File: config.mk
export PLATFORM = sky130hd
export DESIGN_NAME = spram_rr_arbiter
export DESIGN_NICKNAME = d
export VERILOG_FILES = /design/src/rtl/spram_arb_pkg.sv /design/src/rtl/spram_rd_tag_pipe.sv /design/src/rtl/spram_rr_arbiter.sv
export SDC_FILE = /design/constraint.sdc
export NUM_CORES = 1
export LEC_CHECK = 0
export BUFFER_PORTS_ARGS = -buffer_cell sky130_fd_sc_hd__buf_2
export CAP_MARGIN = 40
export CORE_MARGIN = 2
export CORE_UTILIZATION = 35
export DETAILED_ROUTE_END_ITERATION = 16
export PLACE_DENSITY = 0.76
export SETUP_SLACK_MARGIN = 0.15
export SYNTH_ARGS = -nofsm -noshare
export SYNTH_HDL_FRONTEND = slang
export SYNTH_SLANG_ARGS = --single-unit
File: constraint.sdc
create_clock -name clk -period 1.99 [get_ports clk]
set_clock_uncertainty 0.05 [all_clocks]
set_input_delay 0.398 -clock clk [delete_from_list [all_inputs] [get_ports clk]]
set_output_delay 0.398 -clock clk [all_outputs]
set_load 0.03 [all_outputs]
File: src/rtl/spram_arb_pkg.sv
`default_nettype none
// ============================================================================
//  Module   : spram_arb_pkg
//  Purpose  : Shared types and the round-robin pick helper for the SPRAM
//             requester arbiter.
//  Revision : 1.0 - initial release
// ============================================================================
package spram_arb_pkg;

    localparam int MAX_REQ = 4;

    typedef logic [1:0] req_id_t;

    // One read-tag slot: valid flag plus the requester that issued the read.
    typedef struct packed {
        logic    vld;
        req_id_t id;
    } rd_tag_t;

    // First set bit strictly after last_grant in circular order. Unused mask
    // bits are zero, so walking all MAX_REQ slots gives the same order as
    // walking only the populated requesters. Scanning from farthest to
    // nearest lets the nearest eligible bit overwrite earlier picks.
    function automatic req_id_t rr_pick(input logic [MAX_REQ-1:0] mask,
                                        input req_id_t            last_grant);
        req_id_t pick;
        req_id_t idx;
        pick = last_grant;
        for (int i = MAX_REQ; i >= 1; i--) begin
            idx = last_grant + req_id_t'(i);
            if (mask[idx]) begin
                pick = idx;
            end
        end
        return pick;
    endfunction

endpackage
`default_nettype wire

File: src/rtl/spram_rd_tag_pipe.sv
`default_nettype none
// ============================================================================
//  Module   : spram_rd_tag_pipe
//  Purpose  : Fixed-depth shift register of read tags that follows each read
//             through the SPRAM latency so the data can be routed back.
//  Revision : 1.0 - initial release
// ============================================================================
module spram_rd_tag_pipe
    import spram_arb_pkg::*;
#(
    parameter int DEPTH = 3
) (
    input  logic    clk,
    input  logic    rst_n,
    input  rd_tag_t tag_in,
    output rd_tag_t tag_out
);

    rd_tag_t [DEPTH-1:0] r_stage;

    // Shift one slot per cycle; reset drops every in-flight tag.
    always_ff @(posedge clk or negedge rst_n) begin
        if (!rst_n) begin
            r_stage <= '0;
        end else begin
            r_stage <= {r_stage[DEPTH-2:0], tag_in};
        end
    end

    assign tag_out = r_stage[DEPTH-1];

endmodule
`default_nettype wire

File: src/rtl/spram_rr_arbiter.sv
`default_nettype none
// ============================================================================
//  Module   : spram_rr_arbiter
//  Purpose  : Round-robin arbiter sharing one single-port SPRAM between
//             NUM_REQ requesters, with read-data return routing and a
//             read-after-write guard.
//  Options  : SPRAM_ARB_STATS_EN adds per-requester 16-bit grant counters.
//  Revision : 1.0 - initial release
// ============================================================================
module spram_rr_arbiter
    import spram_arb_pkg::*;
#(
    parameter int NUM_REQ       = 2,
    parameter int ADDR_W        = 5,
    parameter int DATA_W        = 8,
    parameter int READ_LATENCY  = 2,
    parameter int WRITE_LATENCY = 2
) (
    input  logic                      clk,
    input  logic                      rst_n,
    input  logic [NUM_REQ-1:0]        req_valid,
    output logic [NUM_REQ-1:0]        req_ready,
    input  logic [NUM_REQ-1:0]        req_we,
    input  logic [NUM_REQ*ADDR_W-1:0] req_addr,
    input  logic [NUM_REQ*DATA_W-1:0] req_wdata,
    output logic [NUM_REQ-1:0]        rsp_valid,
    output logic [DATA_W-1:0]         rsp_rdata,
    output logic                      mem_en,
    output logic                      mem_we,
    output logic [ADDR_W-1:0]         mem_addr,
    output logic [DATA_W-1:0]         mem_din,
    input  logic [DATA_W-1:0]         mem_dout
`ifdef SPRAM_ARB_STATS_EN
    ,
    output logic [NUM_REQ*16-1:0]     grant_cnt
`endif
);

    localparam int                 c_RAW_W    = $clog2(WRITE_LATENCY + 2);
    localparam logic [c_RAW_W-1:0] c_RAW_LOAD = c_RAW_W'(WRITE_LATENCY + 1);
    localparam int                 c_DEPTH    = READ_LATENCY + 1;

    logic [MAX_REQ-1:0] w_elig;
    logic               w_any;
    req_id_t            w_win;
    logic               w_sel_we;
    logic [ADDR_W-1:0]  w_sel_addr;
    logic [DATA_W-1:0]  w_sel_din;
    req_id_t            r_last_grant;
    req_id_t            r_issue_id;
    logic [c_RAW_W-1:0] r_raw_cnt;
    rd_tag_t            w_tag_in;
    rd_tag_t            w_tag_out;

    // Eligibility and winner: reads sit out while a recent write may still be
    // invisible; ready is forced low while reset is asserted.
    always_comb begin
        w_elig = '0;
        for (int i = 0; i < NUM_REQ; i++) begin
            w_elig[i] = req_valid[i] & (req_we[i] | (r_raw_cnt == '0));
        end
        w_any = rst_n & (|w_elig);
        w_win = rr_pick(w_elig, r_last_grant);
    end

    // One-hot ready to the winner and a mux of the winner's request fields.
    always_comb begin
        req_ready  = '0;
        w_sel_we   = 1'b0;
        w_sel_addr = '0;
        w_sel_din  = '0;
        for (int i = 0; i < NUM_REQ; i++) begin
            if (w_win == req_id_t'(i)) begin
                req_ready[i] = w_any;
                w_sel_we     = req_we[i];
                w_sel_addr   = req_addr[i*ADDR_W +: ADDR_W];
                w_sel_din    = req_wdata[i*DATA_W +: DATA_W];
            end
        end
    end

    // Issue register toward the SPRAM plus round-robin pointer update.
    always_ff @(posedge clk or negedge rst_n) begin
        if (!rst_n) begin
            mem_en       <= 1'b0;
            mem_we       <= 1'b0;
            mem_addr     <= '0;
            mem_din      <= '0;
            r_issue_id   <= '0;
            r_last_grant <= req_id_t'(NUM_REQ - 1);
        end else begin
            mem_en <= w_any;
            mem_we <= w_any & w_sel_we;
            if (w_any) begin
                mem_addr     <= w_sel_addr;
                mem_din      <= w_sel_din;
                r_issue_id   <= w_win;
                r_last_grant <= w_win;
            end
        end
    end

    // Read-after-write guard: reload on every write grant, then count down.
    always_ff @(posedge clk or negedge rst_n) begin
        if (!rst_n) begin
            r_raw_cnt <= '0;
        end else if (w_any && w_sel_we) begin
            r_raw_cnt <= c_RAW_LOAD;
        end else if (r_raw_cnt != '0) begin
            r_raw_cnt <= r_raw_cnt - 1'b1;
        end
    end

    // The tag enters as the SPRAM samples the read, so its exit lines up with
    // valid mem_dout.
    assign w_tag_in.vld = mem_en & ~mem_we;
    assign w_tag_in.id  = r_issue_id;

    spram_rd_tag_pipe #(
        .DEPTH   (c_DEPTH)
    ) u_tag_pipe (
        .clk     (clk),
        .rst_n   (rst_n),
        .tag_in  (w_tag_in),
        .tag_out (w_tag_out)
    );

    // Decode the exiting tag into the per-requester response strobe.
    always_comb begin
        rsp_valid = '0;
        for (int i = 0; i < NUM_REQ; i++) begin
            if (w_tag_out.id == req_id_t'(i)) begin
                rsp_valid[i] = w_tag_out.vld;
            end
        end
    end

    assign rsp_rdata = mem_dout;

`ifdef SPRAM_ARB_STATS_EN
    for (genvar g = 0; g < NUM_REQ; g++) begin : g_stats
        logic [15:0] r_cnt;

        // Saturating count of handshakes granted to this requester.
        always_ff @(posedge clk or negedge rst_n) begin
            if (!rst_n) begin
                r_cnt <= '0;
            end else if (req_valid[g] && req_ready[g] && (r_cnt != 16'hFFFF)) begin
                r_cnt <= r_cnt + 16'd1;
            end
        end

        assign grant_cnt[g*16 +: 16] = r_cnt;
    end
`endif

endmodule
`default_nettype wire

==> results.toml <==
[outcome]
outcome = "finished with violations"
violations = "negative setup slack"

[setup_path]
path_class = "reg -> out"
cp_num_buf_inv = 2
cp.required_ns = 1.54
r2r.worst_path.cells = 9
worst_setup_path_start_kind = "flop"
path_delay_family = "compound AO/OA/AOI/OAI gates"
r2r_slack_ns = 0.12
path_cells = "inv_2 > ha_4 > o21a_1 > o21ai_4 > nor2b_4 > buf_6"
r2r-end = "mem_din[6]"
worst_ep_arrival_time_ns = 1.62
cpMaxStageDelayCell = "dfrtp_1"
slowest_delay_ns = 0.36
crit_start = "r_raw_cnt[1]"
r2r-start = "r_raw_cnt[1]"
crit_end = "req_ready[0]"
crit_cells = 6
cp_max_fo = 4
cp-end-kind = "output pin"

[cts]
cts_tree = "yes"
cts_max_level = 2
path_clk_slew_ns = 0.09
clockBufferDepth = 2
insertion_delay_ns = 0.31
cts.sinks = 29
cts_buffers = 5
cts-root-buf = "clkbuf_4"

[job]
cap_viol_max_count = 0

[die]
die_h_um = 63.5
io-pin-count = 67
rows = 21
start_util_pct = 36.8
coreArea_sq_um = 3360
die_area_sq_um = 4030
die_x_um = 63.5

[placement]
place_hpwl_um = 1990
io_buffer_count = 50
gp_congestion = 0.777
pre_cts_ws_ns = 0.101

[yosys]
syn_nets = 145
yosysUniqueCellTypes = 26
synthSimpleGateAreaFrac_pct = 7.37
syn_area_per_cell_sq_um = 11.9
synth_xor_area_share_pct = 0.707
syn-cell-area_sq_um = 1240
ys_seq_elements = 29
ys_seq_area_share_pct = 58.7
syn_inst = 104
synth_top_family_by_area = "multiplexers"
ys_warn_count = 0
synth_compound_area_share_pct = 11.9
synthMuxAreaShare_pct = 12.2
yosys.area_share.adder_pct = 1.01

[pwr]
p_per_area_nw_per_um2 = 1560
ir_drop_mv = 0.623
power_mw = 2.70
p_leak_nw = 0.918

[cells_and_area]
nFillCells = 333
nNetsFinal = 202
final_cell_mix = "buf_2 (48), dfrtp_1 (28), nand2_1 (13)"
antennaDiodeCount = 0
drive_above_1_share_pct = 50.0
final_common_cell = "buf_2"
final_core_util_pct = 51.5
area_delta_synth_final_pct = 39.8

[sta]
period_share_pct = 104
hold-worst-slack_ns = 0.0587
setup_viol = 2
grt_setup_unrepaired = "true"
tightest_slew_ns = 0.362
hold_viol_final = 0
slew_viol_final = 0
setup_slack_ns = -0.0816
period_needed_ns = 2.07
fmaxAchievable_ghz = 0.483
maxSlewHeadroom_pct = 75.9

[route]
postRouteAntennaNets = 0
vias_per_cell = 4.59
vias = 954
drcViolationCount = 0
routed_wl_um = 2900
dr.pass1.iters = 4
wire_per_inst_um = 13.9
drtIter0Drc = 27

[grt]
overflow = 0
grt_max_degree = 34
antenna_found_initial = 0
grt_pass1_vias = 913
grt_pass1_wl_um = 4420
grt_use_total_pct = 14.5

[min_path]
min_path_type = "in -> async"
==> report_power, final <==
group	internal [mW]	switching, mW
Combinational	0.567	0.716
Clock	0.300	0.195
Sequential	0.803	0.114
Total	1.67	1.03
==> per-stage QoR <==
stage          instances  TNS [ns]  instance area [sq um]
6_report             208    -0.157                   1730
4_1_cts              203    -0.146                   1650
2_1_floorplan        104         0                   1260
3_5_place_dp         191         0                   1500
5_1_grt              208    -0.290                   1730
3_3_place_gp         191         0                   1500
==> flip-flops by register name, indices dropped and copies added, names as in the netlist <==
signal and cells:
mem_we 1, mem_din 8, mem_addr 5, r_raw_cnt 2, r_issue_id 1, r_last_grant 2, mem_en 1, u_tag_pipe.tag_out 3
u_tag_pipe.r_stage 6
==> worst register-to-register path: stages (launching register included) <==
cell and delay (ns):
dfrtp_1 0.36, inv_2 0.06, ha_4 0.18, o21a_1 0.21, o21ai_4 0.20, buf_4 0.13, buf_4 0.13, buf_12 0.14
mux2i_2 0.22, o21ai_1 0.08
==> how the worst min path moves through the flow <==
stage | start | endpoint | slack [ns] | cells after the start
final | rst_n | r_last_grant[1] | 0.06 | 2
after global routing | rst_n | u_tag_pipe.r_stage[2] | 0.08 | 2
after CTS | rst_n | r_raw_cnt[0] | 0.05 | 2
after detailed placement | u_tag_pipe.r_stage[5] | u_tag_pipe.tag_out[2] | 0.29 | 0
after global placement | u_tag_pipe.r_stage[0] | u_tag_pipe.r_stage[3] | 0.28 | 0
after floorplan | rst_n | mem_addr[0] | 0.05 | 0
==> metal layers <==
| metal | global-route usage, % | routed length [um] | part of all wire (%) | vias up |
|---|---|---|---|---|
| li1 | - | - | - | 458 |
| met1 | 16.0 | 1140 | 39 | 458 |
| met2 | 24.9 | 1550 | 53 | 34 |
| met3 | 4.82 | 158 | 5.5 | 4 |
| met4 | 7.34 | 50 | 1.7 | 0 |
| met5 | 0 | 0 | 0 | - |
==> synthesized netlist by cell type, drive strengths merged <==
library cell  number  area, sq um
a21o               2         15.0
a22o               1         8.76
and2               1         6.26
and3b              1         8.76
buf               10         80.1
clkbuf             2         8.75
dfrtp             28          701
dfstp              1         26.3
ha                 1         12.5
inv                3         11.3
mux2               1         11.3
mux2i             14          140
nand2             13         48.8
nor2               2         7.51
nor2b              2         12.5
nor3b              1         7.51
o21a               2         15.0
o21ai             17          100
o221ai             1         8.76
xor2               1         8.76
==> cells by family (layout without fill, tap and decap cells) <==
group                      count (synthesis)  in the layout
xor gates and xnor gates                   1              1
muxes                                     15             15
buffers and inverters                     15             73
and+or+nand+nor                           20             20
adders and majority gates                  1              1
DFF                                       29             29
AOI/OAI and AO/OA                         23             23
==> final cells by class <==
cell class              instances  area (sq um)  area share [%]
clock buffers                   7          55.1            3.18
clock inverters                 1          30.0            1.73
inverters                       3          11.3           0.650
multi-input cells              60           464            26.8
flip-flops and latches         29           727            42.0
well taps                      46          57.6            3.32
repair buffers                 62           387            22.3
==> repair_timing <==
| item | CTS | global route |
|---|---|---|
| resized for setup | 8 | 10 |
| endpoints found under the setup margin | 8 | 17 |
| hold buffers | 0 | 0 |
| buffers inserted | 4 | 4 |
| pin swaps | 3 | 3 |
| gates cloned | 0 | 1 |
No activity file was read; power rests on OpenSTA's default activity.
